`src/rtl/alu_pipe.sv`:
```
// alu_pipe: two-stage pipelined ALU with valid/ready on both sides and
// registered carry/zero/overflow/negative flags.
// S1 captures operands (and runs the shift-add multiplier); S2 holds the
// result and flags presented downstream.
// Optional feature macro: ALU_MUL_EN -- when defined, opcode 111 is a
// D_WIDTH-iteration shift-add multiply; otherwise it is a single-cycle op
// returning 0 with zero=1.
module alu_pipe #(
  parameter int D_WIDTH = 8
) (
  input  logic               clk,
  input  logic               rst_n,
  input  logic               in_valid,
  output logic               in_ready,
  input  logic [D_WIDTH-1:0] opA,
  input  logic [D_WIDTH-1:0] opB,
  input  logic [2:0]         opcode,
  output logic               out_valid,
  input  logic               out_ready,
  output logic [D_WIDTH-1:0] result,
  output logic               carry,
  output logic               zero,
  output logic               overflow,
  output logic               negative
);

  localparam logic [2:0] OP_ADD = 3'b000;
  localparam logic [2:0] OP_SUB = 3'b001;
  localparam logic [2:0] OP_AND = 3'b010;
  localparam logic [2:0] OP_OR  = 3'b011;
  localparam logic [2:0] OP_XOR = 3'b100;
  localparam logic [2:0] OP_SHL = 3'b101;
  localparam logic [2:0] OP_SHR = 3'b110;
  localparam logic [2:0] OP_MUL = 3'b111;

  localparam logic [D_WIDTH:0]          SH_LIM = (D_WIDTH+1)'(D_WIDTH);
  localparam logic signed [D_WIDTH-1:0] S_ZERO = '0;

`ifdef ALU_MUL_EN
  localparam int CNT_W = $clog2(D_WIDTH + 1);
  typedef enum logic [1:0] {EMPTY, HOLD, MUL_BUSY, MUL_DONE} s1_state_t;
`else
  typedef enum logic [1:0] {EMPTY, HOLD} s1_state_t;
`endif

  typedef struct packed {
    logic [D_WIDTH-1:0] res;
    logic               c;
    logic               ov;
  } alu_res_t;

  // Single-cycle opcodes; MUL is resolved from the S1 accumulator instead.
  function automatic alu_res_t alu_eval(input logic [2:0] op,
                                        input logic [D_WIDTH-1:0] a,
                                        input logic [D_WIDTH-1:0] b);
    alu_res_t                  r;
    logic [D_WIDTH:0]          u_sum;
    logic signed [D_WIDTH-1:0] sa, sb, sr;
    r     = '0;
    u_sum = '0;
    sa    = $signed(a);
    sb    = $signed(b);
    sr    = S_ZERO;
    case (op)
      OP_ADD: begin
        u_sum = {1'b0, a} + {1'b0, b};
        sr    = sa + sb;
        r.res = u_sum[D_WIDTH-1:0];
        r.c   = u_sum[D_WIDTH];
        r.ov  = ((sa < S_ZERO) == (sb < S_ZERO)) && ((sr < S_ZERO) != (sa < S_ZERO));
      end
      OP_SUB: begin
        u_sum = {1'b0, a} - {1'b0, b};
        sr    = sa - sb;
        r.res = u_sum[D_WIDTH-1:0];
        r.c   = u_sum[D_WIDTH];
        r.ov  = ((sa < S_ZERO) != (sb < S_ZERO)) && ((sr < S_ZERO) != (sa < S_ZERO));
      end
      OP_AND: r.res = a & b;
      OP_OR:  r.res = a | b;
      OP_XOR: r.res = a ^ b;
      OP_SHL: r.res = ({1'b0, b} >= SH_LIM) ? '0 : (a << b);
      OP_SHR: r.res = ({1'b0, b} >= SH_LIM) ? '0 : (a >> b);
      default: r = '0;
    endcase
    return r;
  endfunction

  s1_state_t          state_q, state_d;
  logic [D_WIDTH-1:0] opa_p1_q, opa_p1_d;
  logic [D_WIDTH-1:0] opb_p1_q, opb_p1_d;
  logic [2:0]         opc_p1_q, opc_p1_d;
`ifdef ALU_MUL_EN
  logic [D_WIDTH-1:0] mhi_p1_q, mhi_p1_d;
  logic [CNT_W-1:0]   cnt_p1_q, cnt_p1_d;
  logic [D_WIDTH:0]   mul_sum;
`endif

  logic               vld_p2_q, vld_p2_d;
  logic [D_WIDTH-1:0] res_p2_q, res_p2_d;
  logic               cry_p2_q, cry_p2_d;
  logic               zro_p2_q, zro_p2_d;
  logic               ovf_p2_q, ovf_p2_d;
  logic               neg_p2_q, neg_p2_d;

  logic     s1_full, s1_adv, in_xfer, out_xfer;
  alu_res_t ev;

`ifdef ALU_MUL_EN
  assign s1_full = (state_q == HOLD) || (state_q == MUL_DONE);
`else
  assign s1_full = (state_q == HOLD);
`endif
  assign s1_adv   = s1_full && (!vld_p2_q || out_ready);
  assign in_ready = (state_q == EMPTY) || s1_adv;
  assign in_xfer  = in_valid && in_ready;
  assign out_xfer = vld_p2_q && out_ready;

  // S1 next state: capture on transfer, release on advance, iterate the multiplier.
  always_comb begin
    state_d  = state_q;
    opa_p1_d = opa_p1_q;
    opb_p1_d = opb_p1_q;
    opc_p1_d = opc_p1_q;
`ifdef ALU_MUL_EN
    mhi_p1_d = mhi_p1_q;
    cnt_p1_d = cnt_p1_q;
    mul_sum  = '0;
`endif
    if (s1_adv) state_d = EMPTY;
`ifdef ALU_MUL_EN
    if (state_q == MUL_BUSY) begin
      // Add multiplicand into the high half when the multiplier LSB is set,
      // then shift the {high, low} pair right by one.
      mul_sum  = {1'b0, mhi_p1_q} + (opb_p1_q[0] ? {1'b0, opa_p1_q} : '0);
      mhi_p1_d = mul_sum[D_WIDTH:1];
      opb_p1_d = {mul_sum[0], opb_p1_q[D_WIDTH-1:1]};
      cnt_p1_d = cnt_p1_q - CNT_W'(1);
      if (cnt_p1_q == CNT_W'(1)) state_d = MUL_DONE;
    end
`endif
    if (in_xfer) begin
      opa_p1_d = opA;
      opb_p1_d = opB;
      opc_p1_d = opcode;
      state_d  = HOLD;
`ifdef ALU_MUL_EN
      if (opcode == OP_MUL) begin
        state_d  = MUL_BUSY;
        mhi_p1_d = '0;
        cnt_p1_d = CNT_W'(D_WIDTH);
      end
`endif
    end
  end

  // S1 registers.
  always_ff @(posedge clk or negedge rst_n) begin
    if (!rst_n) begin
      state_q  <= EMPTY;
      opa_p1_q <= '0;
      opb_p1_q <= '0;
      opc_p1_q <= '0;
`ifdef ALU_MUL_EN
      mhi_p1_q <= '0;
      cnt_p1_q <= '0;
`endif
    end else begin
      state_q  <= state_d;
      opa_p1_q <= opa_p1_d;
      opb_p1_q <= opb_p1_d;
      opc_p1_q <= opc_p1_d;
`ifdef ALU_MUL_EN
      mhi_p1_q <= mhi_p1_d;
      cnt_p1_q <= cnt_p1_d;
`endif
    end
  end

  // S1 -> S2 boundary: evaluate the op and load result/flags when S1 advances.
  always_comb begin
    ev = alu_eval(opc_p1_q, opa_p1_q, opb_p1_q);
`ifdef ALU_MUL_EN
    if (opc_p1_q == OP_MUL) begin
      ev.res = opb_p1_q;
      ev.c   = |mhi_p1_q;
      ev.ov  = 1'b0;
    end
`endif
    vld_p2_d = vld_p2_q;
    res_p2_d = res_p2_q;
    cry_p2_d = cry_p2_q;
    zro_p2_d = zro_p2_q;
    ovf_p2_d = ovf_p2_q;
    neg_p2_d = neg_p2_q;
    if (out_xfer) vld_p2_d = 1'b0;
    if (s1_adv) begin
      vld_p2_d = 1'b1;
      res_p2_d = ev.res;
      cry_p2_d = ev.c;
      zro_p2_d = (ev.res == '0);
      ovf_p2_d = ev.ov;
      neg_p2_d = ev.res[D_WIDTH-1];
    end
  end

  // S2 registers.
  always_ff @(posedge clk or negedge rst_n) begin
    if (!rst_n) begin
      vld_p2_q <= 1'b0;
      res_p2_q <= '0;
      cry_p2_q <= 1'b0;
      zro_p2_q <= 1'b0;
      ovf_p2_q <= 1'b0;
      neg_p2_q <= 1'b0;
    end else begin
      vld_p2_q <= vld_p2_d;
      res_p2_q <= res_p2_d;
      cry_p2_q <= cry_p2_d;
      zro_p2_q <= zro_p2_d;
      ovf_p2_q <= ovf_p2_d;
      neg_p2_q <= neg_p2_d;
    end
  end

  assign out_valid = vld_p2_q;
  assign result    = res_p2_q;
  assign carry     = cry_p2_q;
  assign zero      = zro_p2_q;
  assign overflow  = ovf_p2_q;
  assign negative  = neg_p2_q;

endmodule

```
`config.mk`:
```
export PLATFORM = sky130hd
export DESIGN_NAME = alu_pipe
export DESIGN_NICKNAME = d
export VERILOG_FILES = /design/src/rtl/alu_pipe.sv
export SDC_FILE = /design/constraint.sdc
export NUM_CORES = 1
export LEC_CHECK = 0
export CAP_MARGIN = 15
export CELL_PAD_IN_SITES_DETAIL_PLACEMENT = 0
export CELL_PAD_IN_SITES_GLOBAL_PLACEMENT = 1
export CORE_UTILIZATION = 30
export DETAILED_ROUTE_END_ITERATION = 16
export PLACE_DENSITY_LB_ADDON = 0.1
export SLEW_MARGIN = 20
export SYNTH_ARGS = -nofsm -noshare
export SYNTH_HDL_FRONTEND = slang
export SYNTH_SLANG_ARGS = --single-unit
export TNS_END_PERCENT = 50
```
`constraint.sdc`:
```
create_clock -name clk -period 3.5 [get_ports clk]
set_input_delay 0.525 -clock clk [delete_from_list [all_inputs] [get_ports clk]]
set_output_delay 0.525 -clock clk [all_outputs]
set_load 0.01 [all_outputs]
```
==> results.md, run 1 <==
- Worst setup endpoint: zero
- Total of flip-flops plus latches after synthesis: 32
- FFs w/ async S/R, synth: 100%
- Sequential share of the synthesized area: 26.8%
- Critical Path RT: 3.69 ns
- PwrDens: 497 nW/um^2
- Post-CTS sizing: 0
- Slew Limit Fails: 0
- Hold_buf cts: 0
- CP delay by family, top: compound AO/OA/AOI/OAI gates
- Final number of hold-violating endpoints: 0
- First-pass DRT Iterations: 4
- Levels on crit path: 11
- Max VDD drop: 0.000218 V
- Routed WL: 8.98 mm
- Final Power: 1.77 mW
- Reg-to-Reg Start: opa_p1_q[0]
- CP max FO: 8
- P_leak: 1.50 nW
- Die area: 10300 sq um
- CP Buf/Inv Count: 2
- Post-placement cell count: 480
- Max-Cap Viols: 0
- Layout cell share with drive strength beyond 1: 14.9%
- DR iter-0 viols: 295
- Count of cell types in the netlist: 66
- Fin crit period: 2.89 ns
- Vias per cell: 5.41
- Syn. warnings: 0
- RD Place Congestion: 0.853
- Finish-stage setup viols: 0
- Leading area contributor after synthesis: dfrtp_1
- Startpoint types: register
- Initial antenna violation count: 0
- WL/cell: 18.4 microns
- CTS max path bufs: 2
- Num ports: 37
- Cells after synthesis: 322
- CTS sink count: 32
- Reg2reg path depth: 11
- Clk root buf: clkbuf_8
- Relative slew slack: 52.4%
- Flop2flop setup slack: 0.61 ns
- Crit end category: register
- Vias in the first global route: 2525
- Slew @ Worst Pin: 0.712 ns
- Num CTS Buffers: 5
- Port bufs: 36
- Non-filler cells, final: 488
- Hold Path Class: reg -> reg
- CTS tree: built
- Setup crit start: opa_p1_q[0]
- Vias: 2641
- Reg2reg end: zero
- H-tree depth: 2
- Crit Path Class: reg -> reg
- Die Ht: 102 microns
- First-pass GRT wire length: 14.4 mm
- # DRC: 0
- Hold Slack: 0.491 ns
- Clk_skew: 0.00623 ns
- CP max stage delay: 0.47 ns
- Post-Syn Nets: 372
- Most used flip-flop cell after synthesis: dfrtp_1
- Initial Util: 30.8%
- Growth of design area from synthesis to finish: 19.5%
- Fin Setup TNS: 0 ns
- Final #Nets: 404
- N_diodes: 0
- Synth top area share: 26.8%
- Largest net degree at the start of global routing: 33
- Fmax: 0.346 GHz
- Final HPWL DP: 6.69 mm
- Fin crit share: 82.5%
- Global Route Usage Sum: 18.6%
- Chip Width: 102 microns
- Synth Cell Area: 2980 sq um
- Clk slew on worst S/H paths: 0.08 ns
- Most used cell, CP: inv_1
- RSZ-0062 raised after global routing: false
- Worst path slowest cell: dfrtp_1
- Std-Cell Rows: 36
- Post-synth EDFFs: 0
- Synth area leaders: dfrtp_1 (27%), ha_1 (10%), mux2_2 (8.3%)
- Avg Cell Area, Syn: 9.26 sq um
- Post-CTS setup buffer count: 0
- Worst path cell trace: inv_1 -> ha_1 -> inv_1 -> fa_1 -> nor3b_2 -> nor3_1 -> xor2_1 -> a221oi_1 -> o311a_1 -> and3_1 -> a32o_1
- CP arrival: 3.08 ns
- Run status: complete, no violations
- Total core area: 9680 sq um
- Total gr overflow: 0
- Clk_lat worst skew: 0.30 ns
- Number of nets with antenna violations after routing: 0
[kinds of logic (layout without fill, tap and decap cells)]
| family | count (synthesis) | after routing | share of synthesized area [%] |
|---|---|---|---|
| AO/OA/AOI/OAI | 90 | 90 | 21.6 |
| adder cells (fa/ha/maj) | 27 | 27 | 11.8 |
| XOR/XNOR | 4 | 4 | 1.17 |
| multiplexers | 36 | 36 | 15.8 |
| buffers and inverters | 44 | 77 | 6.46 |
| AND/OR/NAND/NOR | 89 | 89 | 16.3 |
| flip-flops | 32 | 32 | 26.8 |
[worst min-delay path by stage]
| stage | from | endpoint | slack, ns | depth (start not counted) |
|---|---|---|---|---|
| finish | result[6] | result[6] | 0.49 | 2 |
| CTS | result[6] | result[6] | 0.50 | 2 |
| detailed placement | result[6] | result[6] | 0.48 | 2 |
| floorplan | rst_n | carry | 0.23 | 0 |
| global placement | overflow | overflow | 0.47 | 2 |
| global route | result[5] | result[5] | 0.52 | 2 |
[stage by stage]
step | util, % | worst slack [ns] | instance area, sq um
final | 36.8 | 0.612 | 3570
after global routing | 36.8 | 0.425 | 3570
after CTS | 36.8 | 0.616 | 3570
after detailed placement | 35.9 | 0.645 | 3480
after global placement | 35.9 | 0.684 | 3480
after floorplan | - | 0.906 | 2980
[where the power goes]
group	internal, mW	switching [mW]	leakage (nW)
Sequential	0.445	0.102	0.383
Combinational	0.443	0.476	1.07
Clock	0.139	0.168	0.0479
[cells in the final DEF, fill, tap and decap left out, drive strengths merged, types with 15 or more instances in the layout]
| master | netlist | layout |
|---|---|---|
| a21oi | 15 | 15 |
| mux2 | 22 | 22 |
| o21ai | 17 | 17 |
| clkdlybuf4s50 | 0 | 36 |
| nand2 | 20 | 20 |
| dfrtp | 32 | 32 |
| ha | 25 | 25 |
| nor2 | 19 | 19 |
| inv | 23 | 23 |
[metal layers]
layer  vias to the layer above  wire, microns  GRT usage (%)
met1                      1312           4360           27.2
li1                       1252              -              -
met3                         9            339           2.28
met5                         -              0              0
met2                        68           4150           29.1
met4                         0            128           4.35
[worst reg2reg max path, cell delays in order, from the launching register on]
cell	delay, ns
dfrtp_1	0.47
inv_1	0.12
ha_1	0.18
inv_1	0.06
fa_1	0.38
nor3b_2	0.16
nor3_1	0.34
xor2_1	0.19
a221oi_1	0.10
o311a_1	0.40
and3_1	0.16
a32o_1	0.23
[sequential cells by signal, indices dropped and copies added (netlist names)]
register and count:
out_valid 1, opc_p1_q 3, overflow 1, state_q 1, opb_p1_q 8, zero 1
opa_p1_q 8, carry 1, result 8
[Yosys cell counts, drive strengths merged (5+ instances only)]
library cell	number
dfrtp	32
ha	25
inv	23
mux2	22
nand2	20
nor2	19
o21ai	17
a21oi	15
buf	11
clkbuf	10
nor3	10
mux2i	8
nand2b	7
nor2b	7
mux4	6
a211oi	5
a31oi	5
[cell type report]
class	instances	area (sq um)
clock inverter	3	18.8
fill	998	6120
sequential	32	801
multi-input combinational	246	1990
clock buffer	5	68.8
inverter	23	86.3
tap	133	166
timing repair buffer	46	435
No activity file was read; power rests on OpenSTA's default activity.
==> run 2, diff against run 1 <==
==> constraint.sdc (replaced) <==
create_clock -name clk -period 2.5 [get_ports clk]
set_input_delay 0.375 -clock clk [delete_from_list [all_inputs] [get_ports clk]]
set_output_delay 0.375 -clock clk [all_outputs]
set_load 0.01 [all_outputs]
==> run 2 against run 1 <==
Setup slack lost 0.63 ns. Combinational power grew 89%. Critical endpoint unchanged. Flip-flop and latch count is the same. Hold slack lost 0.0057 ns. First-iteration DRC count shrank 48%. Power grew 64%. Non-clock buffer count grew 56. The flow now finishes with violations (negative setup slack).
==> results.md, run 2 (same netlist as run 1, synthesis figures left out) <==
- Layout cell share with drive strength beyond 1: 33.3%
- First-pass GRT wire length: 15.9 mm
- CTS tree: built
- Vias: 2846
- Psw: 1.16 mW
- Worst setup endpoint: zero
- Final HPWL DP: 7.66 mm
- Setup crit start: opa_p1_q[0]
- Clk_lat worst skew: 0.29 ns
- Relative slew slack: 68.2%
- CTS max path bufs: 2
- Hold Path Class: in -> async
- Initial antenna violation count: 0
- RD Place Congestion: 0.870
- Reg-to-Reg Start: opa_p1_q[0]
- DR iter-0 viols: 152
- WL/cell: 18.5 microns
- Flop2flop setup slack: -0.02 ns
- Place WS: -0.115 ns
- Failing checks: negative setup slack
- Max VDD drop: 0.000274 V
- First-pass DRT Iterations: 4
- Clk_skew: 0.00614 ns
- Clk slew on worst S/H paths: 0.07 ns
- CP arrival: 2.75 ns
- Reg2reg path depth: 12
- Total gr overflow: 0
- Most frequent cells in the layout: buf_4 (64), clkdlybuf4s50_1 (36), dfrtp_1 (31)
- Routed WL: 10.1 mm
- Std-Cell Rows: 36
- Clk root buf: clkbuf_8
- Num ports: 37
- Growth of design area from synthesis to finish: 39.3%
- RSZ-0062 raised after global routing: true
- Run status: finished, violations left
- Global Route Usage Sum: 20.7%
- Slew @ Worst Pin: 0.475 ns
- Fraction of power spent switching nets: 39.9%
- P_leak: 1.78 nW
- Gate power share: 59.7%
- CTS sink count: 32
- Number of nets with antenna violations after routing: 0
- Vias per cell: 5.23
- Finish-stage setup viols: 1
- Sequential power share: 25.4%
- PwrDens: 700 nW/um^2
- H-tree depth: 2
- Vias in the first global route: 2901
- Hold Slack: 0.485 ns
- Num CTS Buffers: 5
- CP max FO: 3
- Largest net degree at the start of global routing: 33
- Fin crit period: 2.52 ns
- # DRC: 0
- Crit end category: register
- Die area: 10300 sq um
- Startpoint types: register
- Port bufs: 36
- Most common library cell in the layout ignoring fill and taps: buf_4
- Chip Width: 102 microns
- Initial Util: 30.8%
- Max-Cap Viols: 0
- N_diodes: 0
- Slew Limit Fails: 0
- Fmax: 0.397 GHz
- Fin crit share: 101%
- Die Ht: 102 microns
- Critical Path RT: 2.72 ns
- Final #Nets: 460
- Final number of hold-violating endpoints: 0
- Total core area: 9680 sq um
- Internal: 1.75 mW
- Final WS setup: -0.0214 ns
- Reg2reg end: zero
- Clk pwr share: 14.9%
- Crit Path Class: reg -> reg
-- run 2: layout make-up --
cell class | instances | area, sq um
well taps | 133 | 166
flip-flops and latches | 32 | 802
multi-input cells | 246 | 2140
repair buffers | 102 | 863
clock inverters | 1 | 7.51
inverters | 23 | 86.3
clock buffers | 7 | 86.3
fillers | 959 | 5530
-- run 2: timing repair --
| action | in CTS | in global routing |
|---|---|---|
| resized for setup | 7 | 31 |
| hold buffers | 0 | 0 |
| endpoints found under the setup margin | 3 | 8 |
| setup buffers | 2 | 6 |
| gates cloned | 0 | 0 |
| pin swaps | 5 | 8 |
-- run 2: routing by layer --
layer / wire, microns / part of all wire (%) / vias to the layer above / global-route usage, %
li1: - / - / 1368 / -
met1: 4590 / 46 / 1387 / 28.2
met2: 4700 / 47 / 77 / 32.8
met3: 576 / 5.7 / 14 / 3.73
met4: 206 / 2.0 / 0 / 7.02
met5: 0 / 0 / - / 0
-- run 2: worst max-delay path, cell delays in order, from the launching register on --
cell       delay (ns)
dfrtp_1          0.41
inv_2            0.07
ha_4             0.16
inv_2            0.05
fa_2             0.18
nor3b_2          0.18
nor3_2           0.08
buf_4            0.14
or4b_4           0.49
o2111ai_4        0.12
o31ai_2          0.10
a311oi_2         0.29
a32o_1           0.20
-- run 2: how the worst min path moves through the flow --
stage	from	end	slack [ns]	depth (start not counted)
4_1_cts	overflow	overflow	0.50	2
2_1_floorplan	rst_n	carry	0.08	0
3_5_place_dp	overflow	overflow	0.48	2
3_3_place_gp	overflow	overflow	0.47	2
5_1_grt	overflow	overflow	0.52	2
6_report	rst_n	carry	0.49	2
-- run 2: power groups by stage --
| stage | Sequential (mW) | Clock, mW | Combinational (mW) |
|---|---|---|---|
| global placement | 0.744 | 0 | 1.58 |
| finish | 0.738 | 0.434 | 1.74 |
| detailed placement | 0.744 | 0 | 1.56 |
| global route | 0.755 | 0.472 | 1.89 |
| CTS | 0.737 | 0.451 | 1.59 |
| floorplan | 0.758 | 0 | 0.860 |
-- run 2: stage by stage --
step	power, mW	utilization [%]	std cells	area (sq um)	TNS, ns
floorplan	1.62	-	322	2990	0
global placement	2.33	39.7	528	3840	-0.153
detailed placement	2.31	39.7	528	3840	-0.184
CTS	2.78	41.0	538	3970	-0.0252
global route	3.12	42.9	544	4150	-0.353
finish	2.91	42.9	544	4150	-0.0214
